===== src/rtl/iomem_uart_tx_if.sv =====
// Processor data-bus port for the iomem UART transmitter.
interface iomem_uart_tx_if #(
    parameter int XLEN = 32
);
    logic [XLEN-1:0] mem_addr;
    logic [XLEN-1:0] mem_wdata;
    logic [3:0]      mem_wmask;
    logic            mem_rstrb;
    logic [XLEN-1:0] mem_rdata;

    modport master (
        output mem_addr, mem_wdata, mem_wmask, mem_rstrb,
        input  mem_rdata
    );

    modport slave (
        input  mem_addr, mem_wdata, mem_wmask, mem_rstrb,
        output mem_rdata
    );
endinterface


===== src/rtl/iomem_uart_tx.sv =====
// Memory-mapped 8N1 UART transmitter with a one-entry holding register; reads return one cycle after rstrb.
// No bus stall: a write that finds the holding register full is dropped and sets sticky overrun.
module iomem_uart_tx #(
    parameter int XLEN     = 32,
    parameter int BAUD_DIV = 8
) (
    input  logic           clk,
    input  logic           reset,
    iomem_uart_tx_if.slave bus,
    output logic           tx
);
    localparam int             BW        = $clog2(BAUD_DIV) + 1;
    localparam logic [BW-1:0]  BAUD_LAST = BW'(BAUD_DIV - 1);

    typedef enum logic [1:0] {S_IDLE, S_START, S_DATA, S_STOP} state_t;

    state_t          state_q, state_d;
    logic [BW-1:0]   baud_q, baud_d;
    logic [2:0]      bit_q, bit_d;
    logic [7:0]      shift_q, shift_d;
    logic [7:0]      hold_q, hold_d;
    logic            hold_full_q, hold_full_d;
    logic            overrun_q, overrun_d;
    logic            tx_q, tx_d;
    logic [XLEN-1:0] rdata_q, rdata_d;

    logic sel_data, sel_status, wr_data, rd_status;
    logic baud_last, load, accept;
    logic unused_bits;

    assign sel_data   = bus.mem_addr[22] && (bus.mem_addr[21:0] == 22'h8);
    assign sel_status = bus.mem_addr[22] && (bus.mem_addr[21:0] == 22'h10);
    assign wr_data    = sel_data && bus.mem_wmask[0];
    assign rd_status  = bus.mem_rstrb && sel_status;
    assign baud_last  = (baud_q == BAUD_LAST);

    // The shifter drains the holding register from IDLE or at the final STOP cycle,
    // so a write landing on that same edge still finds room.
    assign load   = hold_full_q && ((state_q == S_IDLE) || ((state_q == S_STOP) && baud_last));
    assign accept = wr_data && (!hold_full_q || load);

    assign unused_bits = ^{bus.mem_addr[XLEN-1:23], bus.mem_wdata[XLEN-1:8], bus.mem_wmask[3:1]};

    always_comb begin
        state_d = state_q;
        baud_d  = baud_q + 1'b1;
        bit_d   = bit_q;
        shift_d = shift_q;
        case (state_q)
            S_IDLE: begin
                baud_d = '0;
                if (load) begin
                    shift_d = hold_q;
                    state_d = S_START;
                end
            end
            S_START: begin
                if (baud_last) begin
                    baud_d  = '0;
                    bit_d   = '0;
                    state_d = S_DATA;
                end
            end
            S_DATA: begin
                if (baud_last) begin
                    baud_d  = '0;
                    shift_d = {1'b0, shift_q[7:1]};
                    if (bit_q == 3'd7) begin
                        state_d = S_STOP;
                    end else begin
                        bit_d = bit_q + 3'd1;
                    end
                end
            end
            S_STOP: begin
                if (baud_last) begin
                    baud_d = '0;
                    if (load) begin
                        shift_d = hold_q;
                        state_d = S_START;
                    end else begin
                        state_d = S_IDLE;
                    end
                end
            end
            default: begin
                baud_d  = '0;
                state_d = S_IDLE;
            end
        endcase

        // tx follows the next state so the line is a clean flop output.
        case (state_d)
            S_START: tx_d = 1'b0;
            S_DATA:  tx_d = shift_d[0];
            default: tx_d = 1'b1;
        endcase
    end

    always_comb begin
        hold_d      = hold_q;
        hold_full_d = hold_full_q;
        overrun_d   = overrun_q;
        rdata_d     = rdata_q;

        if (accept) begin
            hold_d      = bus.mem_wdata[7:0];
            hold_full_d = 1'b1;
        end else if (load) begin
            hold_full_d = 1'b0;
        end

        if (wr_data && !accept) begin
            overrun_d = 1'b1;
        end else if (rd_status) begin
            overrun_d = 1'b0;
        end

        if (bus.mem_rstrb) begin
            rdata_d = '0;
            if (sel_status) begin
                rdata_d[2:0] = {overrun_q, hold_full_q, (state_q != S_IDLE)};
            end
        end
    end

    always_ff @(posedge clk) begin
        if (reset) begin
            state_q     <= S_IDLE;
            baud_q      <= '0;
            bit_q       <= '0;
            shift_q     <= '0;
            hold_q      <= '0;
            hold_full_q <= 1'b0;
            overrun_q   <= 1'b0;
            tx_q        <= 1'b1;
            rdata_q     <= '0;
        end else begin
            state_q     <= state_d;
            baud_q      <= baud_d;
            bit_q       <= bit_d;
            shift_q     <= shift_d;
            hold_q      <= hold_d;
            hold_full_q <= hold_full_d;
            overrun_q   <= overrun_d;
            tx_q        <= tx_d;
            rdata_q     <= rdata_d;
        end
    end

    assign tx            = tx_q;
    assign bus.mem_rdata = rdata_q;
endmodule


===== src/flat_wrapper.sv =====
// flat-port wrapper written by rule: the top's interface ports become plain ports
module iomem_uart_tx_flat 
#(
    parameter int XLEN     = 32,
    parameter int BAUD_DIV = 8
)
  (clk, reset, tx, bus_mem_addr, bus_mem_wdata, bus_mem_wmask, bus_mem_rstrb, bus_mem_rdata);
  iomem_uart_tx_if #(.XLEN(XLEN)) bus_i ();
  input  logic clk;
  input  logic reset;
  output logic tx;
  input wire logic [$bits(bus_i.mem_addr)-1:0] bus_mem_addr;
  input wire logic [$bits(bus_i.mem_wdata)-1:0] bus_mem_wdata;
  input wire logic [$bits(bus_i.mem_wmask)-1:0] bus_mem_wmask;
  input wire logic [$bits(bus_i.mem_rstrb)-1:0] bus_mem_rstrb;
  output wire logic [$bits(bus_i.mem_rdata)-1:0] bus_mem_rdata;
  assign bus_i.mem_addr = bus_mem_addr;
  assign bus_i.mem_wdata = bus_mem_wdata;
  assign bus_i.mem_wmask = bus_mem_wmask;
  assign bus_i.mem_rstrb = bus_mem_rstrb;
  assign bus_mem_rdata = bus_i.mem_rdata;
  iomem_uart_tx #(.XLEN(XLEN), .BAUD_DIV(BAUD_DIV)) u_core (.clk(clk), .reset(reset), .bus(bus_i), .tx(tx));
endmodule

===== config.mk =====
export PLATFORM = sky130hd
export DESIGN_NAME = iomem_uart_tx_flat
export DESIGN_NICKNAME = d
export VERILOG_FILES = /design/src/rtl/iomem_uart_tx_if.sv /design/src/rtl/iomem_uart_tx.sv /design/src/flat_wrapper.sv
export SDC_FILE = /design/constraint.sdc
export NUM_CORES = 1
export LEC_CHECK = 0
export CAP_MARGIN = 40
export CORE_ASPECT_RATIO = 0.5
export CORE_MARGIN = 2
export CORE_UTILIZATION = 36
export DETAILED_ROUTE_END_ITERATION = 10
export HOLD_SLACK_MARGIN = 0.06
export PLACE_DENSITY_LB_ADDON = 0.08
export REMOVE_ABC_BUFFERS = 1
export SYNTH_ARGS = -nofsm -noshare
export SYNTH_HDL_FRONTEND = slang
export SYNTH_SLANG_ARGS = --single-unit

===== constraint.sdc =====
create_clock -name clk -period 2.36 [get_ports clk]
set_clock_uncertainty 0.1 [all_clocks]
set_input_delay 0.236 -clock clk [delete_from_list [all_inputs] [get_ports clk]]
set_output_delay 0.236 -clock clk [all_outputs]
set_load 0.02 [all_outputs]

Word level (Yosys, flattened, before mapping)
Index checks and enable logic that the tools add are counted.

word-level totals
  bits of input ports = 71
  flip-flop bits (word level) = 31
  output and inout port bits = 33
  logic and storage cells = 69

operators by class
  add/subtract/negate cells = 2
  multiplexer cells = 23
  reductions and logical operators = 21
  equality and inequality tests = 13

operator list
  cell                 count
  $mux 8               3
  $pmux 8 s3           1
  $eq 22x4->1 const B  1
  $eq 22x5->1 const B  1
  $mux 3               4
  $mux 2               5
  $logic_and 1x1->1    8
  $pmux 2 s4           1
  $pmux 4 s2           1
  $reduce_bool 2->1    4
  $eq 2x2->1 const B   3
  $ne 2x1->1 const B   3
  $pmux 3 s2           1
  $mux 1               5
  $add 4x1->4 const B  1
  $eq 2x1->1 const B   2
  $eq 4x3->1 const B   1
  $mux 4               1
  $reduce_and 4->1     1
  $add 3x1->3 const B  1
  $eq 3x3->1 const B   1
  $reduce_and 3->1     1
  $reduce_bool 3->1    1
  $reduce_or 3->1      1
  other kinds (5)      7

Longest topological paths before layout
  depth after elaboration = 9
  gate-level depth with buffers = 7
  mapped depth without buffers = 6

Worst setup path before layout
OpenSTA, ideal clock, no wires.

  path type = register to register
  from = register u_core.baud_q[0]
  to = register u_core.hold_q[7]
  path buffers = 0
  clock period less this slack = 1.910 ns
  required time = 2.132 ns
  library setup time = 0.128 ns
  stages on the path, launching flop included = 7
  path slack = 0.450 ns
  arrival = 1.683 ns
  path through = dfxtp_1 -> ha_1 -> and4b_1 -> a211oi_1 -> nor4_4 -> mux2i_1 -> nor2_1

on the way
  word-level cells in the longest chain between the ends = 6

ends and longest elaborated chain
  what                    RTL line              source
  from (decl)             iomem_uart_tx.sv:18   logic [BW-1:0] baud_q, baud_d;
  from (signal assigned)  iomem_uart_tx.sv:140  baud_q <= baud_d;
  $eq 4x3->1              iomem_uart_tx.sv:35   assign baud_last = (baud_q == BAUD_LAST);
  $logic_and 1x1->1       iomem_uart_tx.sv:39   assign load = hold_full_q && ((state_q == S_IDLE) || ((state_q == S_STOP) && baud_last));
  $logic_or 1x1->1        iomem_uart_tx.sv:39
  $logic_and 1x1->1       iomem_uart_tx.sv:39
  $logic_or 1x1->1        iomem_uart_tx.sv:40   assign accept = wr_data && (!hold_full_q || load);
  $logic_and 1x1->1       iomem_uart_tx.sv:40
  to (signal assigned)    iomem_uart_tx.sv:143  hold_q <= hold_d;
  to (decl)               iomem_uart_tx.sv:21   logic [7:0] hold_q, hold_d;

No other way between the ends.
A chain may end at the register's enable or synchronous reset.

Final worst setup path
  from = register u_core.baud_q[0]
  to = register u_core.shift_q[2]

on the way
  word-level cells in the longest chain between the ends = 7
  elaborated cells between the ends (all ways) = 10
  those cells by class = 3 x eq/ne; 3 x mux; 4 x reduce/logical

ends and longest elaborated chain
  what                  RTL line              source
  $eq 4x3->1 *          iomem_uart_tx.sv:35
  $logic_and 1x1->1     iomem_uart_tx.sv:39
  $logic_or 1x1->1      iomem_uart_tx.sv:39
  $logic_and 1x1->1     iomem_uart_tx.sv:39
  $mux 8 (2 in a row)   -
  $pmux 8 s3            -
  to (signal assigned)  iomem_uart_tx.sv:142  shift_q <= shift_d;
  to (decl)             iomem_uart_tx.sv:20   logic [7:0] shift_q, shift_d;

Every way passes the cells marked *; elsewhere a longest branch is shown, timed or not. The select of a mux whose other input is x is not followed.

==> impl_summary.txt <==
----------------------------------------------------
[Power]
  Leakage power of the design ... 0.787 nW
  Internal power summed over all cells ... 0.774 mW
  Combinational fraction of design power ... 0.114
  Switching power share of the total ... 0.226
  Worst-case vdd ir drop ... 292 uV
  Sequential cell fraction of total power ... 0.524
  Share of power burned in the clock network ... 0.362
  Switching power total ... 0.226 mW
  Pwr dens ... 481 nW/um^2

[Yosys]
  Number of synthesis warnings ... 0
  Syn Std Cell Area ... 1640 um^2
  Count of distinct cell types in the synthesized netlist ... 40
  Post-synthesis sequential element count ... 31
  Mean post-synth cell area ... 8.43 um^2
  Cells after Synth ... 194
  Share of synthesized area occupied by flip-flops and latches ... 0.379

[Clock tree]
  CTS sink cnt ... 31
  Buffer depth of the longest clock path ... 2
  TritonCTS clock tree ... built
  CTS resizes ... 0
  Clock-pin transition on the worst setup and hold timing paths ... 0.06 ns
  Clk Latency, worst-skew pair ... 0.27 ns
  Setup Fix Bufs, Post-CTS ... 0
  CTS buffer count ... 5
  H-Tree Depth ... 2
  Post-CTS Hold Buffers ... 0
  Root buffer selected by CTS ... sky130_fd_sc_hd__clkbuf_8

[Timing]
  Period utilisation layout ... 0.848
  Relative slew slack ... 0.654
  Final setup TNS ... 0 ns
  Slew @ Worst Pin ... 0.516 ns
  Final worst path period need ... 2.00 ns
  Setup repair after global routing missed its margin ... false
  Count of endpoints failing setup in the final report ... 0
  Max Freq ... 499 MHz
  Slew Viols, Final ... 0
  Hold Fails Final Rpt ... 0

[Final layout]
  Fraction of layout cells with a size suffix above 1 ... 0.0633
  N_diodes ... 0
  Design Area, Final ... 2080 um^2
  Number of nets in the final layout ... 312
  Layout fillers ... 439
  Final core utilization ... 0.474
  Area delta synth->final ... 27.0%

[Floorplan]
  Die outline area ... 5130 um^2
  Number of cell rows ... 17
  Starting Density ... 0.373
  Placeable Area ... 4380 um^2
  Die boundary height ... 51.7 um
  Die Span X ... 99.3 um
  Ports placed on the boundary ... 104

[Worst setup path]
  Standard cell with the maximum stage delay on the critical path ... sky130_fd_sc_hd__a2111oi_0
  Family with the most delay on the worst path ... compound AO/OA/AOI/OAI gates
  Critical Path Source Type ... register
  Delay of the slowest cell on the worst path ... 0.36 ns
  Crit-path cells ... ha_1 -> and3b_1 -> nand2_1 -> o21ai_1 -> nor2_1 -> a2111oi_0
  Minimum setup slack among reg-to-reg paths ... 0.36 ns
  Critical path arrival ... 2.06 ns
  Depth of the most critical reg-to-reg path ... 6
  Worst reg2reg path endpoint ... u_core.shift_q[2]
  Critical path endpoint category ... register
  Buf+Inv Stages, Crit Path ... 0
  Source of the worst register-to-register timing path ... u_core.baud_q[0]
  Required @ worst endpoint ... 2.42 ns
  Critical path type ... register to register
  Crit-path max FO ... 7

[Global routing]
  Antenna violations before repair ... 0
  Global-route wire length before repair ... 5150 um
  Number of global-route vias before repair ... 1180
  Largest net degree at the start of global routing ... 16
  Global route overflow ... 0
  Aggregate global-route resource usage ... 0.129

[Routing]
  Avg WL per Cell ... 10.9 um
  Number of design-rule violations left by the first detailed-router iteration ... 54
  Drt via density ... 4.63
  DRC errors left ... 0
  ANT nets after route ... 0
  Total detailed-routing wirelength ... 3200 um
  Router iterations before antenna repair ... 4
  Total number of vias ... 1361

[Placed design]
  Placed wire-length estimate after detailed placement ... 2510 um
  Routability-driven placement congestion ratio ... 0.770
  Buffers added on ports ... 38
  DP Area ... 2000 um^2

[Worst hold path]
  Hold Crit Start ... u_core.baud_q[0]
  Endpoint of the worst hold path ... u_core.baud_q[0]
  Path class of the lowest-slack min-delay path ... register to register
  Worst hold path cell count ... 1

[Run]
  Max-capacitance violation count ... 0

[Run status]
  Run status ... completed

----------------------------------------------------
[sequential cells by signal (all words and copies together), names as in the netlist]
signal / cells
u_core.bus.mem_rdata: 3
u_core.hold_full_q: 1
u_core.hold_q: 8
u_core.baud_q: 4
u_core.tx: 1
u_core.state_q: 2
u_core.overrun_q: 1
u_core.bit_q: 3
u_core.shift_q: 8
[cell usage after synthesis]
library cell / instances / area, um^2
sky130_fd_sc_hd__o21ai_1: 2 / 10.0
sky130_fd_sc_hd__nand2b_1: 5 / 31.3
sky130_fd_sc_hd__o21ai_0: 4 / 20.0
sky130_fd_sc_hd__nor4_4: 1 / 21.3
sky130_fd_sc_hd__a31o_2: 1 / 8.76
sky130_fd_sc_hd__nor4_1: 7 / 43.8
sky130_fd_sc_hd__conb_1: 1 / 3.75
sky130_fd_sc_hd__a211oi_1: 2 / 15.0
sky130_fd_sc_hd__o32ai_1: 1 / 8.76
sky130_fd_sc_hd__nor3_1: 4 / 20.0
sky130_fd_sc_hd__a211o_1: 1 / 8.76
sky130_fd_sc_hd__nand3_1: 3 / 15.0
sky130_fd_sc_hd__dfxtp_1: 31 / 621
sky130_fd_sc_hd__nor4_2: 1 / 12.5
sky130_fd_sc_hd__nand3b_1: 2 / 15.0
sky130_fd_sc_hd__o221ai_1: 1 / 8.76
sky130_fd_sc_hd__xor2_1: 1 / 8.76
sky130_fd_sc_hd__a21o_1: 1 / 7.51
sky130_fd_sc_hd__mux2i_1: 9 / 90.1
sky130_fd_sc_hd__nand4_1: 2 / 12.5
sky130_fd_sc_hd__buf_1: 1 / 3.75
sky130_fd_sc_hd__clkbuf_1: 3 / 11.3
sky130_fd_sc_hd__ha_1: 3 / 37.5
sky130_fd_sc_hd__a21oi_1: 8 / 40.0
sky130_fd_sc_hd__nand2_1: 8 / 30.0
sky130_fd_sc_hd__nor2b_1: 4 / 25.0
sky130_fd_sc_hd__a21boi_0: 1 / 7.51
sky130_fd_sc_hd__and3b_1: 2 / 17.5
sky130_fd_sc_hd__and4b_1: 1 / 10.0
sky130_fd_sc_hd__or3_1: 2 / 12.5
sky130_fd_sc_hd__buf_4: 30 / 225
sky130_fd_sc_hd__a32oi_1: 1 / 8.76
sky130_fd_sc_hd__nor2_1: 36 / 135
sky130_fd_sc_hd__a2111oi_0: 2 / 17.5
sky130_fd_sc_hd__nand3b_2: 1 / 11.3
sky130_fd_sc_hd__xnor2_1: 2 / 17.5
sky130_fd_sc_hd__and2_1: 1 / 6.26
sky130_fd_sc_hd__inv_1: 6 / 22.5
sky130_fd_sc_hd__a311oi_1: 1 / 8.76
sky130_fd_sc_hd__buf_2: 1 / 5.00
[worst register-to-register path, cell delays in order, from the launching register on]
cell and delay (ns):
sky130_fd_sc_hd__dfxtp_1 0.34, sky130_fd_sc_hd__ha_1 0.22, sky130_fd_sc_hd__and3b_1 0.32, sky130_fd_sc_hd__nand2_1 0.15, sky130_fd_sc_hd__o21ai_1 0.32, sky130_fd_sc_hd__nor2_1 0.08
sky130_fd_sc_hd__a2111oi_0 0.36
[how the worst max path moves through the flow]
| stage | start | cells past startpoint | slack [ns] | to |
|---|---|---|---|---|
| final | u_core.baud_q[0] | 6 | 0.36 | u_core.shift_q[2] |
| after global placement | bus_mem_addr[0] | 7 | 0.24 | u_core.hold_q[6] |
| after global routing | u_core.baud_q[0] | 6 | 0.09 | u_core.shift_q[2] |
| after floorplan | u_core.baud_q[0] | 6 | 0.46 | u_core.hold_q[0] |
| after detailed placement | bus_mem_addr[0] | 7 | 0.20 | u_core.hold_q[1] |
| after CTS | u_core.baud_q[0] | 8 | 0.33 | u_core.hold_q[3] |
[final cells by class]
type                            count  area (um^2)  share of cell area
Multi-Input combinational cell    150          852               0.410
Sequential cell                    31          621               0.299
Timing Repair Buffer               44          438               0.211
Clock buffer                        6         72.6              0.0349
Tap cell                           57         71.3              0.0343
Inverter                            6         22.5              0.0108
[power groups by stage]
stage / combinational (mW) / clock (mW) / sequential (mW)
2_1_floorplan: 0.0454 / 0 / 0.535
4_1_cts: 0.114 / 0.378 / 0.523
5_1_grt: 0.122 / 0.402 / 0.523
3_3_place_gp: 0.113 / 0 / 0.535
3_5_place_dp: 0.114 / 0 / 0.535
6_report: 0.114 / 0.362 / 0.523
[through the flow]
| step | hold slack (ns) | setup slack [ns] | instances | total power [mW] |
|---|---|---|---|---|
| final | 0.343 | 0.358 | 294 | 1.00 |
| after global routing | 0.386 | 0.0892 | 294 | 1.05 |
| after CTS | 0.348 | 0.333 | 294 | 1.02 |
| after detailed placement | 0.339 | 0.202 | 288 | 0.649 |
| after global placement | 0.333 | 0.235 | 288 | 0.648 |
| after floorplan | 0.205 | 0.456 | 187 | 0.580 |
[logic make-up (layout without fill, tap and decap cells)]
| family | count (synthesis) | count (layout) | synth area share |
|---|---|---|---|
| adders and majority gates | 3 | 3 | 0.0230 |
| muxes | 9 | 9 | 0.0551 |
| and+or+nand+nor | 80 | 80 | 0.256 |
| xor gates and xnor gates | 3 | 3 | 0.0161 |
| AOI/OAI and AO/OA | 26 | 26 | 0.104 |
| DFF | 31 | 31 | 0.379 |
| buffers and inverters | 41 | 56 | 0.164 |
| other | 1 | 29 | 0.00229 |
[layer usage]
layer  up-vias  track usage  wire length [um]
met3         5       0.0457               289
li1        694            -                 -
met2        51        0.212              1330
met4         0       0.0479                29
met1       611        0.158              1550
met5         -            0                 0
[layout by cell type, fill, tap and decap left out, drive strengths merged, types with 2 or more instances in the layout]
cell            n
a2111oi         2
a211oi          2
a21oi           8
and3b           2
buf             6
clkbuf          6
clkdlybuf4s50  38
conb           29
dfxtp          31
ha              3
inv             6
mux2i           9
nand2           8
nand2b          5
nand3           3
nand3b          3
nand4           2
nor2           36
nor2b           4
nor3            4
nor4            9
o21ai           6
or3             2
xnor2           2
No activity file was read; power rests on OpenSTA's default activity.
==> patch 1: new RTL, config.mk and constraints unchanged <==
Take the reset off `shift_q`, `hold_q` and `rdata_q` and load them in a clocked block of their own.
--- a/src/rtl/iomem_uart_tx.sv
+++ b/src/rtl/iomem_uart_tx.sv
@@ -130,21 +130,21 @@
             baud_q      <= '0;
             bit_q       <= '0;
-            shift_q     <= '0;
-            hold_q      <= '0;
             hold_full_q <= 1'b0;
             overrun_q   <= 1'b0;
             tx_q        <= 1'b1;
-            rdata_q     <= '0;
         end else begin
             state_q     <= state_d;
             baud_q      <= baud_d;
             bit_q       <= bit_d;
-            shift_q     <= shift_d;
-            hold_q      <= hold_d;
             hold_full_q <= hold_full_d;
             overrun_q   <= overrun_d;
             tx_q        <= tx_d;
-            rdata_q     <= rdata_d;
         end
+    end
+
+    always_ff @(posedge clk) begin
+        shift_q <= shift_d;
+        hold_q  <= hold_d;
+        rdata_q <= rdata_d;
     end
 
Function: differs if reset is asserted again (counterexample within 4 cycles, from zero or initial values and one cycle with reset high); with reset held inactive, the same outputs for 10 cycles.
==> patch 1 against the unedited design <==
- synthesized area grew 2.8%
- register-to-register slack better by 0.11 ns
- cell area grew 1.2%
- non-clock buffer count decreased by 2
- power rose by 14%
- die area is 2.6% higher
- worst setup slack better by 0.040 ns
- sequential cell count unchanged
- routed wire length shrank 1.1%
- sequential share of layout area is 8.2 points higher
- final cell count is 9.9% lower
- combinational power increased by 26%
- critical path type is now input port to flop
==> patch 1: results (changes against the unedited design) <==
stage,metric,value,unit,change
run_status,status,finished clean,,
routing,avgRoutedWirePerCell,11.9,um,+9.7%
yosys,post_synth_num_cell_types,45,,+13%
sta,worst_slew_margin_relative_to_its_limit,0.618,,-0.0360
yosys,synth_xor_area_frac,0.0156,,-0.000431
power,ir_drop,0.309,mV,+6.0%
layout,layout-drive-gt1-share,0.0721,,+0.00882
routing,drt-met1-wl,1.48,mm,-4.7%
yosys,synth.top_cells.by_area,"edfxtp_1 32%, dfxtp_1 15%, buf_4 13%, mux2i_1 6.0%, nor2_1 3.6%",,
cts,cts-root-buf,clkbuf_8,,
yosys,syn_avg_cell_area,10.2,um2,+22%
global_route,grt.met2_usage,0.208,,-0.00393
layout,final_nets,281,,-9.9%
worst_setup_path,critical_path.max_fanout,8,,+1
yosys,yosysSeqAreaShare,0.477,,+0.0971
global_route,grt_use_met1,0.156,,-0.00183
worst_setup_path,crit_arrival,1.85,ns,-0.21 ns
layout,non_filler_cells_in_the_finished_layout,265,,-9.9%
yosys,post_synth_most_frequent_cells,"29 x buf_4, 18 x edfxtp_1, 16 x nor2_1",,
routing,detailroute.via_count,1232,,-9.5%
yosys,synth-adder-area-share,0.0223,,-0.000615
yosys,synth-main-ff-cell,edfxtp_1,,
yosys,synth_edf_count,18,,+18
power,static-leakage-power,0.778,nW,-1.1%
global_route,grt_antenna_before_repair,0,,unchanged
routing,met3_wirelength,350,um,+21%
cts,cts-root-to-sink-buffers,2,,unchanged
global_route,grt_pass1_vias,1129,,-4.3%
min_path,hold_path.class,flop to flop,,
global_route,grt_max_degree,13,,-3
placement,post-place-cells,257,,-11%
routing,route.met2.wl,1.28,mm,-3.5%
placement,gp_congestion,0.741,,-3.8%
yosys,synthMuxAreaShare,0.0730,,+0.0179
routing,antenna_left,0,,unchanged
routing,highest-signal-layer,met4,,
worst_setup_path,slowest_stage,or3_1,,
routing,initialDrtViolationCount,59,,+9.3%
global_route,grt_pass1_wl,5.06,mm,-1.7%
cts,cts-htree-levels,2,,unchanged
global_route,globalRouteTotalUtil,0.130,,+0.000981
cts,post_cts.resized_instances,0,,unchanged
worst_setup_path,worst_path_largest_cell_delay,0.41,ns,+0.05 ns
yosys,synth_compound_area_frac,0.0879,,-0.0162
placement,dp.final_hpwl,2.41,mm,-4.1%
global_route,grtUsageMet3,0.0533,,+0.00763
worst_setup_path,timing.critical_path.max_delay_family,simple AND/OR/NAND/NOR gates,,
[patch 1: cell types whose count changed after synthesis, sizes merged, moves of 5 or more]
cell / change
edfxtp: +18
nor2: -20
dfxtp: -18
nor4: -5
[patch 1: worst reg2reg max path: stages (launching register included)]
cell	delay, ns
dfxtp_1	0.32
ha_1	0.25
and3b_1	0.27
a21oi_1	0.50
o21ai_0	0.18
[patch 1: final cells by class]
cell class,count,area [um2]
fillers,418,2340
repair buffers,42,410
multi-input cells,121,717
clock inverters,2,7.51
clock buffers,6,72.6
inverters,6,22.5
well taps,57,71.3
flip-flops and latches,31,801
[patch 1: power by group]
group	total (mW)	internal (mW)	leakage [nW]	switching (mW)
clock	0.380	0.200	0.0403	0.179
sequential	0.617	0.603	0.287	0.0141
combinational	0.144	0.0722	0.451	0.0718
total	1.14	0.876	0.778	0.265
[patch 1: metrics by stage]
stage                     setup slack [ns]   util  cell area, um2
final                                0.398  0.473            2100
after global routing                 0.258  0.473            2100
after CTS                            0.378  0.473            2100
after detailed placement            0.0988  0.455            2020
after global placement               0.111  0.455            2020
after floorplan                      0.415      -            1540
[patch 1: kinds of logic (layout without fill, tap and decap cells)]
kind of cell,count (synthesis),in the layout
muxes,12,12
adders and majority gates,3,3
and+or+nand+nor,52,52
AOI/OAI and AO/OA,22,22
other,1,29
buffers and inverters,40,56
xor gates and xnor gates,3,3
DFF,31,31
[patch 1: path summary, 6_finish.rpt]
path,slack [ns],from,end,cells after the start
worst max-delay path,0.40,bus_mem_addr[15],u_core.hold_q[1],6
worst min-delay path,0.35,u_core.baud_q[0],u_core.baud_q[0],1
worst max register to register,0.47,u_core.baud_q[0],u_core.shift_q[6],4
worst min register to register,0.35,u_core.baud_q[0],u_core.baud_q[0],1
==> patch 2: new RTL, same flow settings <==
Made on the original files. `BAUD_DIV` is set to 8 in 2 places; all go to 4.
--- a/src/rtl/iomem_uart_tx.sv
+++ b/src/rtl/iomem_uart_tx.sv
@@ -3,5 +3,5 @@
 module iomem_uart_tx #(
     parameter int XLEN     = 32,
-    parameter int BAUD_DIV = 8
+    parameter int BAUD_DIV = 4
 ) (
     input  logic           clk,
--- a/src/flat_wrapper.sv
+++ b/src/flat_wrapper.sv
@@ -3,5 +3,5 @@
 #(
     parameter int XLEN     = 32,
-    parameter int BAUD_DIV = 8
+    parameter int BAUD_DIV = 4
 )
   (clk, reset, tx, bus_mem_addr, bus_mem_wdata, bus_mem_wmask, bus_mem_rstrb, bus_mem_rdata);
Function: changed (Yosys sat finds a counterexample within 10 cycles, from zero or initial values and one cycle with reset high).
==> patch 2 against the unedited design <==
- power increased by 6.2%
- routed wire length increased by 9.7%
- synthesized area increased by 2.8%
- core utilization increased by 0.90 points
- cell area increased by 3.4%
- sequential cell count decreased by 1
- worst setup slack improved by 0.030 ns
==> patch 2: results (changes against the unedited design) <==
stage,metric,value,unit,change
run_status,status,finished clean,,
worst_setup_path,slowest_stage,dfxtp_1,,
worst_setup_path,timing.critical_path.max_delay_family,adder cells,,
yosys,syn_avg_cell_area,8.41,um2,-0.25%
worst_setup_path,critical_path.max_fanout,9,,+2
layout,nMultiInputCombCells,156,,+4.0%
placement,dp.final_hpwl,2.54,mm,+1.0%
placement,detailed_place.area,2060,um2,+2.6%
worst_setup_path,worst_r2r_path_depth,7,,+1
layout,signal_buffer_area_fraction,0.211,,about the same
layout,fraction_of_area_in_multi_input_gates,0.428,,+0.0181
layout,nNonClkBuffers,46,,+4.5%
sta,hold_ws,0.336,ns,-0.00645 ns
global_route,grt_max_degree,19,,+3
global_route,grt_pass1_wl,5.66,mm,+9.9%
yosys,post_synth_most_frequent_cells,"30 x dfxtp_1, 29 x buf_4, 18 x nor2_1",,
routing,postRouteWirelength,3.51,mm,+9.7%
worst_setup_path,reg2reg_to,u_core.hold_q[1],,
power,static-leakage-power,0.801,nW,+1.9%
yosys,post_synth_num_cell_types,37,,-7.5%
worst_setup_path,setup.worst_path.end,u_core.hold_q[1],,
power,power.total,1.06,mW,+6.2%
layout,fillers,440,,+0.23%
sta,max_freq,507,MHz,+1.5%
placement,post-place-cells,292,,+1.4%
-- patch 2: cell types whose count changed after synthesis, moves of 3 or more --
cell,delta
inv_1,-3
a211oi_1,+5
a2bb2oi_1,+3
clkbuf_1,+7
nor2_1,-18
o22ai_1,+12
o21ai_0,+5
nand2_1,+5
nand2b_1,+6
-- patch 2: worst reg2reg max path: stages (launching register included) --
cell     delay [ns]
dfxtp_1        0.34
ha_1           0.15
ha_1           0.32
a31oi_1        0.22
nor4_4         0.31
buf_12         0.18
mux2i_1        0.20
nor2_1         0.05
-- patch 2: cell families (layout without fill, tap and decap cells) --
logic type / count (synthesis) / in the layout / share of synthesized area
muxes: 8 / 8 / 0.0476
xor gates and xnor gates: 1 / 1 / 0.00521
adders and majority gates: 4 / 4 / 0.0298
and+or+nand+nor: 65 / 65 / 0.212
DFF: 30 / 30 / 0.357
other: 1 / 29 / 0.00223
AOI/OAI and AO/OA: 49 / 49 / 0.187
buffers and inverters: 42 / 57 / 0.158
-- patch 2: worst min path at each step --
stage / endpoint
finish: u_core.baud_q[0]
global route: u_core.baud_q[0]
CTS: u_core.baud_q[0]
detailed placement: u_core.baud_q[0]
global placement: u_core.baud_q[0]
floorplan: u_core.bus.mem_rdata[0]
-- patch 2: power breakdown --
group | total [mW] | leakage (nW) | switching, mW | internal, mW
Combinational | 0.128 | 0.511 | 0.0656 | 0.0627
Sequential | 0.515 | 0.242 | 0.00415 | 0.511
Clock | 0.418 | 0.0482 | 0.183 | 0.235
Total | 1.06 | 0.801 | 0.253 | 0.809
-- patch 2: layer usage --
| metal | track usage | vias to the layer above |
|---|---|---|
| met5 | 0 | - |
| met4 | 0.0479 | 0 |
| met2 | 0.231 | 61 |
| met1 | 0.167 | 631 |
| met3 | 0.0547 | 5 |
| li1 | - | 740 |
